==> src/rtl/gs_sin_serializer.sv <==
// Grayscale shift-interface transmitter: generates SCLK, fetches pixel words and shifts SIN/LAT to the LED drivers.
// Optional build macro GS_TEST_PATTERN_EN adds a test_mode input that replaces RAM data with a fixed pattern.
module gs_sin_serializer #(
  parameter int NB_ANGLES         = 128,
  parameter int NB_LEDS_PER_GROUP = 16,
  parameter int NB_CHAINS         = 8,
  parameter int COLOR_DEPTH       = 10,
  parameter int SCLK_DIV          = 4,
  localparam int ANGLE_WIDTH = $clog2(NB_ANGLES),
  localparam int LED_WIDTH   = $clog2(NB_LEDS_PER_GROUP),
  localparam int ADDR_WIDTH  = ANGLE_WIDTH + 2 + LED_WIDTH + 2
) (
  input  logic                             clk,
  input  logic                             rst_n,
  input  logic                             enable,
  input  logic [ANGLE_WIDTH-1:0]           angle,
  input  logic [LED_WIDTH-1:0]             led,
  input  logic [1:0]                       color,
  input  logic [3:0]                       bit_sel,
  input  logic [3:0]                       row_en,
  input  logic                             LAT,
`ifdef GS_TEST_PATTERN_EN
  input  logic                             test_mode,
`endif
  output logic                             SCLK,
  output logic [NB_CHAINS-1:0]             SIN,
  output logic                             LAT_out,
  output logic                             rd_en,
  output logic [ADDR_WIDTH-1:0]            rd_addr,
  input  logic [NB_CHAINS*COLOR_DEPTH-1:0] rd_data
);

  localparam int PH_WIDTH = $clog2(SCLK_DIV);
  localparam logic [PH_WIDTH-1:0] PH_ZERO = {PH_WIDTH{1'b0}};
  localparam logic [PH_WIDTH-1:0] PH_ONE  = PH_WIDTH'(1);
  localparam logic [PH_WIDTH-1:0] PH_TWO  = PH_WIDTH'(2);
  localparam logic [PH_WIDTH-1:0] PH_HALF = PH_WIDTH'(SCLK_DIV / 2);
  localparam logic [PH_WIDTH-1:0] PH_LAST = PH_WIDTH'(SCLK_DIV - 1);

  typedef enum logic [0:0] {ST_IDLE = 1'b0, ST_RUN = 1'b1} state_e;

  state_e                state_q, state_d;
  logic [PH_WIDTH-1:0]   phase_q, phase_d;
  logic                  sclk_q, sclk_d;
  logic                  valid_q, valid_d;
  logic [3:0]            bitsel_q, bitsel_d;
  logic                  lat_cap_q, lat_cap_d;
  logic [NB_CHAINS-1:0]  sin_q, sin_d;
  logic                  lat_out_q, lat_out_d;
  logic [1:0]            row_idx_s;
  logic                  ph1_s, ph2_s, read_ok_s, tmode_s;
  logic [NB_CHAINS-1:0]  sin_load_s;
`ifdef GS_TEST_PATTERN_EN
  logic                  tmode_q, tmode_d;
  logic [NB_CHAINS-1:0]  pat_q, pat_d, pat_s;
  assign tmode_s = test_mode;
`else
  assign tmode_s = 1'b0;
`endif

  assign ph1_s     = (state_q == ST_RUN) && (phase_q == PH_ONE);
  assign ph2_s     = (state_q == ST_RUN) && (phase_q == PH_TWO);
  assign read_ok_s = (row_en != 4'b0000) && (color != 2'd3) && !tmode_s;
  // Reads are issued combinationally in phase 1 because the sequencer only updates its indexes at the end of phase 0.
  assign rd_en     = ph1_s && read_ok_s;
  assign rd_addr   = ph1_s ? {angle, row_idx_s, led, color} : {ADDR_WIDTH{1'b0}};
  assign SCLK      = sclk_q;
  assign SIN       = sin_q;
  assign LAT_out   = lat_out_q;

  // One-hot multiplex row to row index
  always_comb begin
    row_idx_s = 2'd0;
    case (row_en)
      4'b0001: row_idx_s = 2'd0;
      4'b0010: row_idx_s = 2'd1;
      4'b0100: row_idx_s = 2'd2;
      4'b1000: row_idx_s = 2'd3;
      default: row_idx_s = 2'd0;
    endcase
  end

  // Per-chain bit plane selected from the returned RAM word
  always_comb begin
    sin_load_s = {NB_CHAINS{1'b0}};
    for (int c = 0; c < NB_CHAINS; c++) begin
      sin_load_s[c] = rd_data[c*COLOR_DEPTH + int'(bitsel_q)];
    end
  end

`ifdef GS_TEST_PATTERN_EN
  // Test pattern: alternating chains on odd LEDs, gated by color matching the row
  always_comb begin
    pat_s = {NB_CHAINS{1'b0}};
    for (int c = 0; c < NB_CHAINS; c++) begin
      pat_s[c] = (led[0] ^ c[0]) & (color == row_idx_s);
    end
  end
`endif

  // Run/idle control, phase counter, phase-1 capture and phase-2 shift load
  always_comb begin
    state_d   = state_q;
    phase_d   = phase_q;
    valid_d   = valid_q;
    bitsel_d  = bitsel_q;
    lat_cap_d = lat_cap_q;
    sin_d     = sin_q;
    lat_out_d = lat_out_q;
`ifdef GS_TEST_PATTERN_EN
    tmode_d   = tmode_q;
    pat_d     = pat_q;
`endif
    case (state_q)
      ST_IDLE: begin
        phase_d = PH_ZERO;
        if (enable) state_d = ST_RUN;
        else        state_d = ST_IDLE;
      end
      ST_RUN: begin
        // Only leave RUN at the end of a full period so SCLK never emits a partial pulse.
        if (phase_q == PH_LAST) begin
          phase_d = PH_ZERO;
          if (enable) state_d = ST_RUN;
          else        state_d = ST_IDLE;
        end else begin
          phase_d = phase_q + PH_ONE;
          state_d = ST_RUN;
        end
      end
      default: begin
        state_d = ST_IDLE;
        phase_d = PH_ZERO;
      end
    endcase
    sclk_d = (state_d == ST_RUN) && (phase_d < PH_HALF);
    if (ph1_s) begin
      valid_d   = read_ok_s && ({1'b0, bit_sel} < 5'(COLOR_DEPTH));
      bitsel_d  = bit_sel;
      lat_cap_d = LAT;
`ifdef GS_TEST_PATTERN_EN
      tmode_d   = test_mode;
      pat_d     = pat_s;
`endif
    end else begin
      valid_d   = valid_q;
      lat_cap_d = lat_cap_q;
    end
    if (ph2_s) begin
      sin_d     = valid_q ? sin_load_s : {NB_CHAINS{1'b0}};
`ifdef GS_TEST_PATTERN_EN
      if (tmode_q) sin_d = pat_q;
      else         sin_d = valid_q ? sin_load_s : {NB_CHAINS{1'b0}};
`endif
      lat_out_d = lat_cap_q;
    end else begin
      sin_d     = sin_q;
      lat_out_d = lat_out_q;
    end
  end

  // State and output registers with synchronous active-low reset
  always_ff @(posedge clk) begin
    if (!rst_n) begin
      state_q   <= ST_IDLE;
      phase_q   <= PH_ZERO;
      sclk_q    <= 1'b0;
      valid_q   <= 1'b0;
      bitsel_q  <= 4'd0;
      lat_cap_q <= 1'b0;
      sin_q     <= {NB_CHAINS{1'b0}};
      lat_out_q <= 1'b0;
`ifdef GS_TEST_PATTERN_EN
      tmode_q   <= 1'b0;
      pat_q     <= {NB_CHAINS{1'b0}};
`endif
    end else begin
      state_q   <= state_d;
      phase_q   <= phase_d;
      sclk_q    <= sclk_d;
      valid_q   <= valid_d;
      bitsel_q  <= bitsel_d;
      lat_cap_q <= lat_cap_d;
      sin_q     <= sin_d;
      lat_out_q <= lat_out_d;
`ifdef GS_TEST_PATTERN_EN
      tmode_q   <= tmode_d;
      pat_q     <= pat_d;
`endif
    end
  end

endmodule

==> config.mk <==
export PLATFORM = sky130hd
export DESIGN_NAME = gs_sin_serializer
export DESIGN_NICKNAME = d
export VERILOG_FILES = /design/src/rtl/gs_sin_serializer.sv
export SDC_FILE = /design/constraint.sdc
export NUM_CORES = 1
export LEC_CHECK = 0
export ABC_AREA = 0
export CAP_MARGIN = 20
export CORE_MARGIN = 2
export CORE_UTILIZATION = 42
export CTS_CLUSTER_DIAMETER = 200
export CTS_CLUSTER_SIZE = 16
export DETAILED_ROUTE_END_ITERATION = 8
export GPL_TIMING_DRIVEN = 0
export PLACE_DENSITY = 0.9
export SLEW_MARGIN = 20
export SYNTH_ARGS = -nofsm -noshare
export SYNTH_HDL_FRONTEND = slang
export SYNTH_SLANG_ARGS = --single-unit
==> constraint.sdc <==
create_clock -name clk -period 3.28 [get_ports clk]
set_input_delay 0.984 -clock clk [delete_from_list [all_inputs] [get_ports clk]]
set_output_delay 0.984 -clock clk [all_outputs]
set_load 0.01 [all_outputs]
==> After elaboration in Yosys (flattened, before gate mapping) <==
Cells that the tools add are included.
{ "word_totals": {"ff_bits": 19, "word_cells": 72, "inputBits": 105, "out_inout_bits": 26} }
{ "op_classes": {"reduce_logical": 7, "eq_ne": 7, "muxes": 31, "magnitude_cmp": 10, "add_sub_neg": 8, "n_bitwise": 1} }
{ "op_table": {"columns": ["op", "count"], "rows": [
  ["binary-select mux 1 bit (select 7 bit)", 7],
  ["less-than comparator 7 x 8 -> 1 bit (second input constant)", 3],
  ["adder 6 x 4 -> 7 bit (first input constant)", 3],
  ["2-to-1 mux 1 bit", 17],
  ["less-than comparator 6 x 8 -> 1 bit (second input constant)", 2],
  ["2-to-1 mux 15 bit", 1],
  ["adder 5 x 4 -> 6 bit (first input constant)", 2],
  ["adder 7 x 4 -> 8 bit (first input constant)", 1],
  ["less-than comparator 4 x 8 -> 1 bit (second input constant)", 1],
  ["less-than comparator 5 x 8 -> 1 bit (second input constant)", 1],
  ["less-than comparator 8 bit (second input constant)", 1],
  ["2-to-1 mux 8 bit", 1],
  ["logical AND 1 bit", 6],
  ["case mux 2 bit (3 select lines)", 1],
  ["adder 4 x 4 -> 5 bit (first input constant)", 1],
  ["binary-select mux 1 bit (select 4 bit)", 1],
  ["equality test 2 bit (second input constant)", 2],
  ["equality test 4 x 2 -> 1 bit (second input constant)", 1],
  ["equality test 4 x 3 -> 1 bit (second input constant)", 1],
  ["equality test 4 bit (second input constant)", 1],
  ["less-than comparator 4 bit (second input constant)", 1],
  ["case mux 2 bit (2 select lines)", 1],
  ["nonzero test 4 bit", 1],
  ["adder 2 x 1 -> 2 bit (second input constant)", 1],
  ["6 further kinds", 6]
]} }

==> Longest topological paths before layout <==
{ "depth": {"depth_word": 5, "depth_mapped": 13, "ltp_nobuf": 8} }

==> Worst setup path before layout <==
No wires, ideal clock.
{ "synth_path": {"kind": "register to register", "from": "register bitsel_q[1]", "to": "register sin_q[3], in the netlist SIN[3]", "required_time_ns": 3.155, "arrival_time_ns": 2.803, "path_buffers": 5, "setup_slack_ns": 0.351, "stages_incl_launch_ff": 13, "synth_period_minus_slack_ns": 2.929, "path_cell_list": "dfxtp_1 -> buf_2 -> buf_2 -> buf_4 -> buf_4 -> inv_1 -> ha_1 -> buf_2 -> mux4_2 -> mux4_2 -> mux2_4 -> nand3_2 -> nand4_2"} }
{ "synth_via": {"elab_chain_len": 5} }
{ "synth_rtl": {"columns": ["item", "line_no", "rtl"], "rows": [
  ["start, declared", "46", "logic [3:0] bitsel_q, bitsel_d;"],
  ["start signal, assigned", "182", "bitsel_q <= bitsel_d;"],
  ["adder 5 x 4 -> 6 bit", "87", "sin_load_s[c] = rd_data[c*COLOR_DEPTH + int'(bitsel_q)];"],
  ["binary-select mux 1 bit (select 7 bit)", "87", null],
  ["2-to-1 mux 1 bit (implied by the code) (2 in a row)", "87", null],
  ["2-to-1 mux 8 bit", "150", "sin_d = valid_q ? sin_load_s : {NB_CHAINS{1'b0}};"],
  ["end signal, assigned", "171", "sin_q <= {NB_CHAINS{1'b0}};"],
  ["end signal, assigned", "184", "sin_q <= sin_d;"],
  ["end, declared", "48", "logic [NB_CHAINS-1:0] sin_q, sin_d;"]
]} }
No other way between the ends. The select of a mux whose other input is x is not followed.
A chain may end at the register's enable or synchronous reset.

==> Worst setup path after layout <==
{ "layout_path": {"from": "input row_en[1]", "to": "output rd_en"} }
{ "layout_via": {"elab_chain_len": 3} }
{ "layout_rtl": {"columns": ["item", "line_no", "rtl"], "rows": [
  ["start, declared", "20", "input logic [3:0] row_en,"],
  ["nonzero test 4 bit", "63", "assign read_ok_s = (row_en != 4'b0000) && (color != 2'd3) && !tmode_s;"],
  ["logical AND 1 bit", "63", null],
  ["logical AND 1 bit", "65", "assign rd_en = ph1_s && read_ok_s;"],
  ["end, declared", "28", "output logic rd_en,"]
]} }
No other way between the ends.

==> impl_summary.txt <==
----------------------------------------------------
[STA]
  Final Hold Viols ... 0
  Smallest hold slack ... 0.446 ns
  Setup Viol. Count Final ... 0
  Highest clock frequency the design can meet ... 0.317 GHz
  RSZ-0062 raised after global routing ... false
  Rel. slew slack ... 0.684
  Shortest clock period the worst path allows after layout ... 3.15 ns
  Pin slew with the least headroom to its limit ... 0.472 ns
  Total negative slack for setup checks ... 0 ns
  Final Cycle Share ... 0.960
  Fin Clk Skew ... 0.000964 ns
  Final worst setup slack ... 0.130 ns
  Slew Viols, Final ... 0

[Critical path]
  Length in cells of the worst reg-to-reg path ... 9
  Type of the setup path with the least slack ... input pin to output port
  Launch point of the critical path ... row_en[1]
  Capture point of the worst reg-to-reg path ... SIN[3]$_SDFFE_PN0P_
  CP arrival ... 2.17 ns
  Reg-to-reg slack, setup ... 0.14 ns
  Worst stage delay on the critical path ... 0.45 ns
  Crit path cell chain ... clkdlybuf4s50_1 -> nor4_1 -> a211oi_1 -> dlygate4sd2_1
  Startpoint type of the worst setup path ... input pin
  Kind of capture point of the worst setup path ... output port
  Max FO, Critical Path ... 3
  Worst endpoint required time ... 2.30 ns
  Slowest-stage cell, CP ... sky130_fd_sc_hd__clkdlybuf4s50_1
  Worst r2r src ... bitsel_q[2]$_SDFFE_PN0P_

[Power and ir drop]
  Power density cells ... 179 nW/um^2
  Reg power frac ... 0.325
  Largest vdd supply drop ... 0.150 mV
  Switching part of the total power ... 0.267
  Internal power ... 0.000541 W
  Combinational Power Share ... 0.456
  Total Power ... 0.000738 W
  Leak pwr ... 1.51 nW
  Net Sw Power ... 0.000197 W
  Proportion of power drawn by the clock network ... 0.219

[Global route]
  Antenna violations before repair ... 0
  Vias in the first global route ... 2758
  First-pass GRT wire length ... 13800 microns
  Largest net degree at the start of global routing ... 11
  Final global-route overflow total ... 0
  Overall routing resource usage ... 0.245

[Layout]
  Count of non-filler cells in the finished layout ... 444
  Filler cells ... 483
  Combined area of the multi-input logic cells ... 2130 sq um
  Most frequent standard cell in the layout excluding fill and tap cells ... sky130_fd_sc_hd__clkdlybuf4s50_1
  ANT cells ... 0
  Area growth from synthesis to layout ... 54.7%
  Area taken by flip-flops and latches ... 380 sq um
  Number of nets in the layout ... 485
  Share of cells above drive strength 1 ... 0.188
  Top library cells by usage in the layout, fill and taps aside ... sky130_fd_sc_hd__clkdlybuf4s50_1 (127), sky130_fd_sc_hd__mux4_2 (46), sky130_fd_sc_hd__nand2_1 (29), sky130_fd_sc_hd__dfxtp_1 (19), sky130_fd_sc_hd__and3_1 (17)

[Hold path]
  Worst min-delay path endpoint ... SIN[7]$_SDFFE_PN0P_
  Class of the worst hold path ... flop to flop
  Cell depth of the worst min-delay path ... 2
  Hold Startpoint ... SIN[7]$_SDFFE_PN0P_

[Placed design]
  Worst slack at placement ... -0.146 ns
  Final estimated routing congestion in global placement ... 0.897
  Cell Count Post-Placement ... 440
  Port-buffer cells ... 130
  Detail Placement HPWL ... 7300 microns

[Clock network]
  Clk Tree Root Cell ... sky130_fd_sc_hd__clkbuf_8
  H-tree depth ... 1
  Post-CTS setup buffers ... 0
  Clock input transition at the sequential cells of the worst setup and hold paths ... 0.07 ns
  Later-pin clock latency in the skew report ... 0.26 ns
  Count of hold-fix buffers inserted at cts ... 0
  Maximum count of clock buffers along a single path ... 2
  Clock sink count ... 19
  Clock buffer count from CTS ... 3
  TritonCTS clock tree ... yes

[Drt]
  Total via count after detailed routing ... 2756
  Routed WL ... 8580 microns
  First-pass DRT Iterations ... 4
  Number of remaining DRC errors ... 0
  Mean routed wirelength per cell ... 19.3 microns
  1st-iter DRT viols ... 318
  Detailed-route vias per instance ... 6.21
  Final ANT Viol Nets ... 0

[Die]
  Vertical die dimension ... 83.7 microns
  CORE AREA ... 6240 sq um
  Starting utilization of the core area ... 0.427
  X dimension of the die ... 83.7 microns
  Die area ... 7000 sq um
  Row Count ... 29
  Total I/O pin count ... 131

[Yosys]
  Fraction of synthesis flops using an asynchronous set or reset pin ... 0
  Sequential fraction of the synthesis area ... 0.143
  Synth Register Bits ... 19
  Synthesized instance count ... 233
  YS warnings ... 0
  Net count of the mapped netlist ... 350
  Avg Cell Area, Syn ... 11.4 sq um
  Primary FF master, synth ... sky130_fd_sc_hd__dfxtp_1
  Number of enable-type register cells in the synthesized netlist ... 0
  Post-synth cell types ... 44
  Cell area after technology mapping ... 2670 sq um

[Run]
  Max Cap Viol ... 0

[Status]
  Outcome ... complete, no violations

----------------------------------------------------
[how the worst max path moves through the flow]
stage | endpoint | slack, ns
after floorplan | SIN[3]$_SDFFE_PN0P_ | 0.35
after global placement | rd_en | -0.13
after detailed placement | SIN[3]$_SDFFE_PN0P_ | -0.15
after CTS | SIN[3]$_SDFFE_PN0P_ | 0.03
after global routing | SIN[3]$_SDFFE_PN0P_ | 0.01
final | rd_en | 0.13
[power by group through the flow]
stage	combinational [W]	sequential [W]	clock, W
2_1_floorplan	0.000148	0.000245	0
3_3_place_gp	0.000322	0.000244	0
3_5_place_dp	0.000333	0.000245	0
4_1_cts	0.000334	0.000240	0.000162
5_1_grt	0.000355	0.000240	0.000172
6_report	0.000337	0.000240	0.000162
[cell families (layout without fill, tap and decap cells)]
family / Yosys count / in the layout / synth area share
xor+xnor: 2 / 2 / 0.00657
buf+inv: 29 / 163 / 0.0596
flops: 19 / 19 / 0.143
compound gates: 35 / 35 / 0.0868
fa+ha+maj: 12 / 12 / 0.0563
mux: 63 / 63 / 0.510
simple gates: 73 / 73 / 0.138
[synth_stat cells, drive strengths merged, types with 2 or more instances]
master / n / area (sq um)
a22o: 3 / 26.3
a31oi: 2 / 12.5
buf: 13 / 98.8
nand2: 29 / 109
nor2: 8 / 30.0
clkinv: 2 / 7.51
a22oi: 2 / 15.0
nor4: 4 / 25.0
dfxtp: 19 / 380
inv: 9 / 33.8
nor3: 2 / 10.0
o21ai: 6 / 30.0
mux2: 4 / 48.8
and3: 17 / 106
mux4: 55 / 1270
ha: 12 / 150
clkbuf: 5 / 18.8
nand3: 5 / 30.0
nand4: 3 / 25.0
mux2i: 4 / 40.0
xnor2: 2 / 17.5
a21oi: 11 / 55.1
a211oi: 2 / 15.0
nor2b: 2 / 12.5
[layer usage]
layer,track usage,part of all wire
met5,0,0
met3,0.0326,0.070
met1,0.312,0.39
met4,0.0689,0.017
met2,0.437,0.53
[sequential cells by signal, indices dropped and copies added (netlist names)]
register	cells
bitsel_q	4
SCLK	1
LAT_out	1
valid_q	1
SIN	8
state_q	1
lat_cap_q	1
phase_q	2
[area by class of cell]
cell class                      instances  share of cell area
Buffer                                 18              0.0324
Clock buffer                            4              0.0109
Inverter                               11              0.0109
Multi-Input combinational cell        185               0.516
Sequential cell                        19              0.0922
Tap cell                               77              0.0233
Timing Repair Buffer                  130               0.314
[timing repair]
action	4_1_cts	5_1_grt
endpoints found under the setup margin	7	4
hold endpoints to repair	0	0
resized for setup	5	6
[per-stage QoR]
stage | utilization | cell area, sq um
final | 0.661 | 4130
after global routing | 0.661 | 4130
after CTS | 0.659 | 4110
after detailed placement | 0.651 | 4070
after global placement | 0.651 | 4070
after floorplan | - | 2670
[critical path: cells and delay by family]
family / cells / cell delay (ns)
AO/OA/AOI/OAI: 1 / 0.10
buffers and inverters: 2 / 0.75
AND/OR/NAND/NOR: 1 / 0.33
Power figures use the tool's default switching activity.
